<file path="config.mk">
export PLATFORM = sky130hd
export DESIGN_NAME = ddr_rd_engine
export DESIGN_NICKNAME = d
export VERILOG_FILES = /design/src/rtl/ddr_bw_pkg.sv /design/src/rtl/ddr_rd_engine.sv
export SDC_FILE = /design/constraint.sdc
export NUM_CORES = 1
export LEC_CHECK = 0
export CORE_ASPECT_RATIO = 1.25
export CORE_UTILIZATION = 27
export CTS_BUF_LIST = sky130_fd_sc_hd__clkbuf_4 sky130_fd_sc_hd__clkbuf_8
export CTS_CLUSTER_SIZE = 40
export DETAILED_ROUTE_END_ITERATION = 7
export GPL_TIMING_DRIVEN = 0
export PLACE_DENSITY_LB_ADDON = 0.25
export SYNTH_ARGS = -nofsm -noshare
export SYNTH_HDL_FRONTEND = slang
export SYNTH_SLANG_ARGS = --single-unit
</file>
<file path="constraint.sdc">
create_clock -name clk -period 3.83 [get_ports clk]
set_input_delay 0.766 -clock clk [delete_from_list [all_inputs] [get_ports clk]]
set_output_delay 0.766 -clock clk [all_outputs]
set_load 0.03 [all_outputs]
</file>
<file path="src/rtl/ddr_bw_pkg.sv">
// Shared types, AXI constants and helpers for the DDR read-bandwidth engine.
package ddr_bw_pkg;

    typedef enum logic [1:0] {
        IDLE_ST = 2'd0,
        RUN_ST  = 2'd1,
        DONE_ST = 2'd2
    } state_t;

    localparam int unsigned BURST_BEATS    = 8;
    localparam int unsigned BURST_BYTES    = 64;
    localparam logic [1:0]  AXI_BURST_INCR = 2'b01;
    localparam logic [1:0]  AXI_RESP_OKAY  = 2'b00;

    localparam logic [7:0]  AXI_LEN   = 8'(BURST_BEATS - 1);
    localparam logic [2:0]  AXI_SIZE  = 3'($clog2(BURST_BYTES / BURST_BEATS));
    localparam logic [2:0]  LAST_BEAT = 3'(BURST_BEATS - 1);

    function automatic logic [31:0] sat_inc32(input logic [31:0] v);
        return (v == '1) ? v : v + 32'd1;
    endfunction

endpackage

</file>
<file path="src/rtl/ddr_rd_engine.sv">
// AXI read bandwidth engine: issues NBURST 8-beat INCR bursts from a 64-byte
// aligned base, keeps at most MAX_OUTST in flight, and counts cycles/beats/errors.
module ddr_rd_engine
    import ddr_bw_pkg::*;
#(
    parameter int unsigned MAX_OUTST = 4
) (
    input  logic        clk,
    input  logic        rst,
    input  logic        START_REG,
    input  logic [31:0] ADDR_REG,
    input  logic [31:0] NBURST_REG,
    output logic        IDLE_REG,
    output logic [31:0] m_axi_araddr,
    output logic [7:0]  m_axi_arlen,
    output logic [2:0]  m_axi_arsize,
    output logic [1:0]  m_axi_arburst,
    output logic        m_axi_arvalid,
    input  logic        m_axi_arready,
    input  logic [63:0] m_axi_rdata,
    input  logic [1:0]  m_axi_rresp,
    input  logic        m_axi_rlast,
    input  logic        m_axi_rvalid,
    output logic        m_axi_rready,
    output logic [63:0] rd_data,
    output logic        rd_valid,
    output logic [31:0] cnt_cycles,
    output logic [31:0] cnt_beats,
    output logic        err
);

    localparam int unsigned OFFS_W = $clog2(BURST_BYTES);
    localparam int unsigned BASE_W = 32 - OFFS_W;
    localparam logic [3:0]  MAX_O  = 4'(MAX_OUTST);

    state_t              state, state_nxt;
    logic                start_d, start_edge;
    logic [BASE_W-1:0]   base;
    logic [15:0]         nburst, issued, completed;
    logic [15:0]         issued_nxt, completed_nxt;
    logic [3:0]          outst, outst_nxt;
    logic [2:0]          beat_cnt;
    logic [31:0]         cycles_q, beats_q;
    logic                err_q;
    logic                arvalid_q, arvalid_nxt;
    logic [31:0]         araddr_q, araddr_nxt;
    logic [63:0]         rd_data_q;
    logic                rd_valid_q;
    logic                ar_hs, r_acc, r_hs, r_stray, rlast_hs;
    logic                can_issue, beat_err, resp_err;
    logic                unused_bits;

    assign unused_bits = ^{NBURST_REG[31:16], ADDR_REG[OFFS_W-1:0]};

    assign start_edge   = START_REG & ~start_d;
    assign m_axi_rready = ~rst;

    assign ar_hs    = arvalid_q & m_axi_arready;
    assign r_acc    = (state == RUN_ST) & m_axi_rvalid & m_axi_rready;
    // Beats with nothing outstanding are flagged and dropped, never counted.
    assign r_hs     = r_acc & (outst != '0);
    assign r_stray  = r_acc & (outst == '0);
    assign rlast_hs = r_hs & m_axi_rlast;

    assign issued_nxt    = issued + 16'(ar_hs);
    assign completed_nxt = completed + 16'(rlast_hs);

    always_comb begin
        outst_nxt = outst;
        case ({ar_hs, rlast_hs})
            2'b10:   outst_nxt = outst + 4'd1;
            2'b01:   outst_nxt = outst - 4'd1;
            default: outst_nxt = outst;
        endcase
    end

    assign can_issue = (issued_nxt < nburst) && (outst_nxt < MAX_O);

    assign beat_err = r_hs & (m_axi_rlast ? (beat_cnt != LAST_BEAT)
                                          : (beat_cnt == LAST_BEAT));
    assign resp_err = r_hs & (m_axi_rresp != AXI_RESP_OKAY);

    always_comb begin
        state_nxt   = state;
        arvalid_nxt = 1'b0;
        araddr_nxt  = araddr_q;
        case (state)
            IDLE_ST: begin
                if (start_edge) state_nxt = RUN_ST;
            end
            RUN_ST: begin
                if (completed_nxt == nburst) begin
                    state_nxt = DONE_ST;
                end else if (arvalid_q && !m_axi_arready) begin
                    arvalid_nxt = 1'b1;
                end else if (can_issue) begin
                    // Next address uses the post-handshake issue count so
                    // back-to-back bursts need no idle cycle.
                    arvalid_nxt = 1'b1;
                    araddr_nxt  = {base + BASE_W'(issued_nxt), {OFFS_W{1'b0}}};
                end
            end
            DONE_ST: state_nxt = IDLE_ST;
            default: state_nxt = IDLE_ST;
        endcase
    end

    always_ff @(posedge clk) begin
        if (rst) begin
            state      <= IDLE_ST;
            start_d    <= 1'b0;
            base       <= '0;
            nburst     <= '0;
            issued     <= '0;
            completed  <= '0;
            outst      <= '0;
            beat_cnt   <= '0;
            cycles_q   <= '0;
            beats_q    <= '0;
            err_q      <= 1'b0;
            arvalid_q  <= 1'b0;
            araddr_q   <= '0;
            rd_data_q  <= '0;
            rd_valid_q <= 1'b0;
        end else begin
            state      <= state_nxt;
            start_d    <= START_REG;
            arvalid_q  <= arvalid_nxt;
            araddr_q   <= araddr_nxt;
            rd_valid_q <= r_hs;
            if (r_hs) rd_data_q <= m_axi_rdata;

            if (state == IDLE_ST && start_edge) begin
                base      <= ADDR_REG[31:OFFS_W];
                nburst    <= NBURST_REG[15:0];
                issued    <= '0;
                completed <= '0;
                outst     <= '0;
                beat_cnt  <= '0;
                cycles_q  <= '0;
                beats_q   <= '0;
                err_q     <= 1'b0;
            end else if (state == RUN_ST) begin
                issued    <= issued_nxt;
                completed <= completed_nxt;
                outst     <= outst_nxt;
                cycles_q  <= sat_inc32(cycles_q);
                if (r_hs) begin
                    beats_q  <= sat_inc32(beats_q);
                    beat_cnt <= m_axi_rlast ? 3'd0 : beat_cnt + 3'd1;
                end
                if (beat_err || resp_err || r_stray) err_q <= 1'b1;
            end
        end
    end

    assign IDLE_REG      = (state == IDLE_ST);
    assign m_axi_araddr  = araddr_q;
    assign m_axi_arvalid = arvalid_q;
    assign m_axi_arlen   = AXI_LEN;
    assign m_axi_arsize  = AXI_SIZE;
    assign m_axi_arburst = AXI_BURST_INCR;
    assign rd_data       = rd_data_q;
    assign rd_valid      = rd_valid_q;
    assign cnt_cycles    = cycles_q;
    assign cnt_beats     = beats_q;
    assign err           = err_q;

endmodule

</file>
# [Word level (Yosys, flattened, before mapping)]
# Cells that the tools add are included.
[word_totals] wordCells=77 rom_bits=0 in_bits=136 n_memories=0 latch_bits=0 ram_bits=0 reg_bits=241 out_inout_bits=178
[classes] magnitude_cmp=2 n_mul=0 n_eq_ne=10 n_shift=0 add_sub_neg=8 mux=8 div=0 bitwise=16 reduce_logical=18
[ops] op="adder 32 x 1 -> 32 bit (second input constant)" n=2
[ops] op="== test 32 bit (second input constant)" n=2
[ops] op="adder 16 x 1 -> 16 bit" n=2
[ops] op="adder 26 x 16 -> 26 bit" n=1
[ops] op="== test 16 bit" n=1
[ops] op="less-than comparator 16 bit" n=1
[ops] op="bitwise AND 1 bit" n=9
[ops] op="case mux 4 bit (2 select lines)" n=1
[ops] op="AND reduction 2 bit" n=4
[ops] op="NOT 1 bit" n=7
[ops] op="adder 4 x 1 -> 4 bit (second input constant)" n=1
[ops] op="== test 2 x 1 -> 1 bit (second input constant)" n=2
[ops] op="logical NOT 4 bit" n=1
[ops] op="less-than comparator 4 x 3 -> 1 bit (second input constant)" n=1
[ops] op="two-way mux 2 bit" n=2
[ops] op="case mux 2 bit (2 select lines)" n=1
[ops] op="AND reduction 4 bit" n=1
[ops] op="nonzero test 4 bit" n=1
[ops] op="subtractor 4 x 1 -> 4 bit (second input constant)" n=1
[ops] op="adder 3 x 1 -> 3 bit (second input constant)" n=1
[ops] op="== test 3 bit (second input constant)" n=1
[ops] op="logical AND 1 bit" n=3
[ops] op="two-way mux 1 bit" n=3
[ops] op="two-way mux 3 bit" n=1
[ops] op="11 further kinds" n=12

# [Longest topological paths before layout]
[logic_depth] depth_word=11 mapped_depth=20 depth_no_buf=19

# [Least setup slack after synthesis]
# OpenSTA, ideal clock, no wires.
[synth_path] kind="input to register" from="in m_axi_arready" to="reg araddr_q[11] (netlist: m_axi_araddr[11])" required_time_ns=3.702 path_stages=20 path_buffers=2 setup_time_ns=0.128 setup_slack_ns=-0.224 arrival_time_ns=3.926 path_cell_list="and2_1 -> ha_1 -> ha_1 -> nand3_1 -> nor2_1 -> and3_1 -> and3_1 -> nand3_1 -> nor2_1 -> xor2_1 -> ha_1 -> nor2b_1 -> o21ai_0 -> nor4bb_1 -> o211a_1 -> o211ai_2 -> buf_6 -> buf_12 -> mux2i_1 -> nor2_1"
[synth_via] word_cells_on_any_way=13 cone_classes="add/sub: 2; order compare: 2; eq/ne: 2; mux: 1; bitwise: 2; reduce/logical: 4"
[synth_lines] element="start: declaration" line_no="ddr_rd_engine.sv:19" rtl="input logic m_axi_arready,"
[synth_lines] element="bitwise AND 1 bit" line_no="ddr_rd_engine.sv:58" rtl="assign ar_hs = arvalid_q & m_axi_arready;"
[synth_lines] element="adder 16 x 1 -> 16 bit" line_no="ddr_rd_engine.sv:65" rtl="assign issued_nxt = issued + 16'(ar_hs);"
[synth_lines] element="via issued_nxt[14]" line_no="ddr_rd_engine.sv:40" rtl="logic [15:0] issued_nxt, completed_nxt;"
[synth_lines] element="less-than comparator 16 bit" line_no="ddr_rd_engine.sv:77" rtl="assign can_issue = (issued_nxt < nburst) && (outst_nxt < MAX_O);"
[synth_lines] element="logical AND 1 bit" line_no="ddr_rd_engine.sv:77"
[synth_lines] element="AND reduction 4 bit (no source line)"
[synth_lines] element="end signal: assignment" line_no="ddr_rd_engine.sv:129" rtl="araddr_q <= araddr_nxt;"
[synth_lines] element="end: declaration" line_no="ddr_rd_engine.sv:46" rtl="logic [31:0] araddr_q, araddr_nxt;"
# The timed path passes the listed nets, and every way through them passes these cells.
# A chain may end at the register's enable or synchronous reset.

# [Worst setup path in the final report]
[layout_path] from="in m_axi_arready" to="reg araddr_q[26] (netlist: m_axi_araddr[26])"
[layout_via] word_cells_on_any_way=13 cone_classes="add/sub: 2; order compare: 2; eq/ne: 2; mux: 1; bitwise: 2; reduce/logical: 4"
[layout_lines] element="bitwise AND 1 bit (*)" line_no="ddr_rd_engine.sv:58"
[layout_lines] element="adder 16 x 1 -> 16 bit (*)" line_no="ddr_rd_engine.sv:65"
[layout_lines] element="via issued_nxt[10]" line_no="ddr_rd_engine.sv:40"
[layout_lines] element="less-than comparator 16 bit" line_no="ddr_rd_engine.sv:77"
[layout_lines] element="logical AND 1 bit" line_no="ddr_rd_engine.sv:77"
[layout_lines] element="AND reduction 4 bit (no source line)"
# The timed path passes the listed nets; every way through them passes the cells marked *.

==> impl_metrics.csv <==
group,metric,value,unit
yosys,syn_avg_cell_area,8.44,um^2
die,die-area,43200,um^2
critical_path,startpoint_type,"primary input",
yosys,synth-seq-cells,241,
cts,htreeDepth,2,
pwr,leakage,6.11,nW
cts,postCtsHoldBufs,0,
cells_and_area,final_layout_size_suffix_gt1_share,10.6,%
critical_path,critical_path.cell_chain,"clkbuf_2, and2_4, ha_4, ha_4, nand3_4, nor2_4, and3_4, and3_4, buf_4, xor2_2, ha_1, and2_1, nor3b_1, a221o_1, a21oi_4, nor2_1, xor2_1, mux2i_1, nor2_1",
sta,min_period_over_period,97.6,%
sta,relSlewSlack,42.9,%
pwr,power-per-cell-area,366,nW/um^2
sta,holdWs,0.451,ns
drt,route.detailed.drc,0,
cts,clk_path_buf_depth,3,
die,rows,83,
pwr,p_comb_share,11.9,%
global_routing,overflow,0,
critical_path,path_class,"in2reg",
placement,gp_routability_congestion,0.879,
yosys,async_flop_share,0,%
pwr,irDropWorstVdd,0.206,mV
pwr,pwr-share-clk,44.7,%
sta,final_hold_viol_count,0,
cts,cts_root_buffer,"clkbuf_8",
cells_and_area,fin_nets,1891,
sta,finalClockSkew,0.0268,ns
cts,cts_buffers,45,
critical_path,worstSetupEndpointType,"register",
pwr,intPower,4.42,mW
cts,clk_pin_slew,0.06,ns
sta,setup_viol,0,
yosys,synth-main-ff-cell,"dfxtp_1",
sta,post-route-min-period,3.74,ns
drt,wire_per_inst,16.6,um
global_routing,antenna_found_initial,3,
yosys,ys_types,68,
yosys,synthesis.instances,1354,
die,start_util,27.6,%
yosys,synth_edf_count,0,
critical_path,crit_path_max_fanout,5,
cells_and_area,area_growth_syn_to_layout,43.4,%
drt,vias,10663,
die,die_h,232,um
critical_path,required,4.30,ns
sta,fmax,0.267,GHz
drt,first_iter_violations,510,
critical_path,slowest_stage,"a221o_1",
sta,setup_tns,0,ns
drt,vias_per_cell,4.64,
cts,cts_sinks,241,
yosys,yosys_warnings,0,
critical_path,critPathMaxStageDelay,0.37,ns
critical_path,cp.arrival,4.20,ns
global_routing,grt_use_total,17.4,%
sta,tightest_slew,0.856,ns
global_routing,grt_pass1_wl,58100,um
die,core,41400,um^2
run_status,status,"finished, final reports clean",
pwr,pwr-share-seq,43.3,%
die,num_io_pins,314,
die,die_w,186,um
cts,cts_tree,"done",
cts,clk-insertion-delay-late,0.59,ns
pwr,p_sw_share,26.3,%
global_routing,grt_pass1_vias,10369,
global_routing,grt_start_max_net_pins,17,
drt,ant_nets,0,
drt,drtPass1Iterations,5,
placement,dp_hpwl,28300,um
sta,rsz0062_at_grt,"true",
pwr,switchingPower,1.58,mW
placement,port_buffers,272,
drt,drt-total-wl,38100,um
sta,maxSlewViolCount,0,
flow_run,maxCapViolCount,0,
yosys,syn-cell-area,11400,um^2
min_path,hold_path_class,"reg2reg",
yosys,ys_seq_area_share,42.2,%
cells_and_area,fillCellCount,4220,
cell type report:
| cell class | instances | area [um^2] | share of cell area (%) |
|---|---|---|---|
| Clock inverter | 10 | 87.6 | 0.534 |
| Sequential cell | 241 | 4830 | 29.4 |
| Clock buffer | 68 | 873 | 5.33 |
| Timing Repair Buffer | 295 | 2940 | 17.9 |
| Multi-Input combinational cell | 1013 | 6410 | 39.1 |
| Inverter | 31 | 124 | 0.755 |
| Tap cell | 552 | 691 | 4.21 |
| Buffer | 84 | 447 | 2.72 |
| Antenna cell | 3 | 7.51 | 0.0458 |
power by group through the flow:
stage                     Combinational [mW]  Sequential [mW]  Clock, mW
after detailed placement               0.652             2.65          0
after floorplan                        0.342             2.67          0
final                                  0.716             2.60       2.68
after CTS                              0.686             2.60       2.78
after global routing                   0.771             2.60       2.88
after global placement                 0.648             2.65          0
state kept, by name (all words and copies together) (netlist names), 2 cells and up:
signal,flops
outst,4
m_axi_araddr,26
cnt_cycles,32
completed,16
issued,16
beat_cnt,3
nburst,16
state,2
base,26
rd_data,64
cnt_beats,32
final timing paths:
check                 from                to  slack (ns)  cells past startpoint
max          m_axi_arready  m_axi_araddr[26]        0.09                     19
min            rd_data[61]       rd_data[61]        0.45                      2
max reg2reg  m_axi_arvalid  m_axi_araddr[26]        0.10                     18
min reg2reg    rd_data[61]       rd_data[61]        0.45                      2
through the flow:
step	power (mW)	cell area, um^2	setup slack, ns	util, %	cells
finish	6.00	16400	0.0915	39.6	2297
global route	6.25	16400	-0.0505	39.6	2297
CTS	6.06	16200	0.0237	39.1	2282
detailed placement	3.30	15000	-1.78	36.1	2195
global placement	3.30	15000	-1.80	36.1	2195
floorplan	3.01	11600	0.00417	-	1371
per-layer routing:
metal  wire, um  global-route usage [%]  up-vias  part of all wire (%)
li1           -                       -     5324                     -
met1      15600                    20.3     4999                    41
met2      19200                    30.5      275                    50
met3       2110                    3.80       65                   5.5
met4       1200                    7.02        0                   3.2
met5          0                       0        -                     0
critical path, delay by kind of cell:
kind | cells | cell delay [ns]
compound gates | 2 | 0.63
xor+xnor | 2 | 0.41
fa+ha+maj | 3 | 0.61
buf+inv | 2 | 0.26
mux | 1 | 0.13
simple gates | 9 | 1.39
cell families (layout without fill, tap and decap cells):
group | count (synthesis) | count (layout) | synth area share (%)
mux | 27 | 27 | 2.36
flops | 241 | 241 | 42.2
buf+inv | 117 | 488 | 4.99
simple gates | 550 | 550 | 22.1
xor+xnor | 136 | 136 | 10.4
fa+ha+maj | 44 | 44 | 4.88
compound gates | 237 | 237 | 12.9
other cells | 2 | 22 | 0.0657
cells in the mapped netlist, types with 6 or more instances:
master	number	share of area [%]
nand2b_1	7	0.38
xnor2_1	60	4.6
or3_1	16	0.88
buf_4	20	1.3
dfxtp_1	241	42
inv_1	29	0.95
nand4_1	32	1.8
nor4_1	9	0.49
o21a_1	6	0.39
and3_1	21	1.1
clkbuf_1	53	1.7
xor2_1	76	5.8
o21ai_0	39	1.7
buf_2	7	0.31
nor2b_1	11	0.60
and4_1	7	0.54
nor2_1	144	4.7
a22o_1	27	2.1
nand3_1	34	1.5
ha_1	43	4.7
a21oi_1	106	4.6
nand2_1	220	7.2
mux2i_1	27	2.4
and2_1	10	0.55
nor3_1	20	0.88
repair_timing:
| action | CTS | global route |
|---|---|---|
| cloned | 0 | 2 |
| gates resized for setup | 36 | 24 |
| setup endpoints to repair | 33 | 26 |
| hold endpoints to repair | 0 | 0 |
| pin swaps | 8 | 12 |
| setup buffers | 10 | 11 |
layout by cell type, fill, tap and decap left out, types with 16 or more instances in the layout:
cell type / count
clkdlybuf4s50_1: 270
dfxtp_1: 239
nand2_1: 220
nor2_1: 141
a21oi_1: 102
xor2_1: 71
xnor2_1: 58
clkbuf_8: 58
clkbuf_1: 51
buf_4: 40
ha_1: 37
o21ai_0: 36
nand4_1: 32
nand3_1: 29
inv_1: 29
mux2i_1: 27
a22o_1: 27
nor3_1: 20
conb_1: 19
and3_1: 17
or3_1: 16
Power figures use the tool's default switching activity.
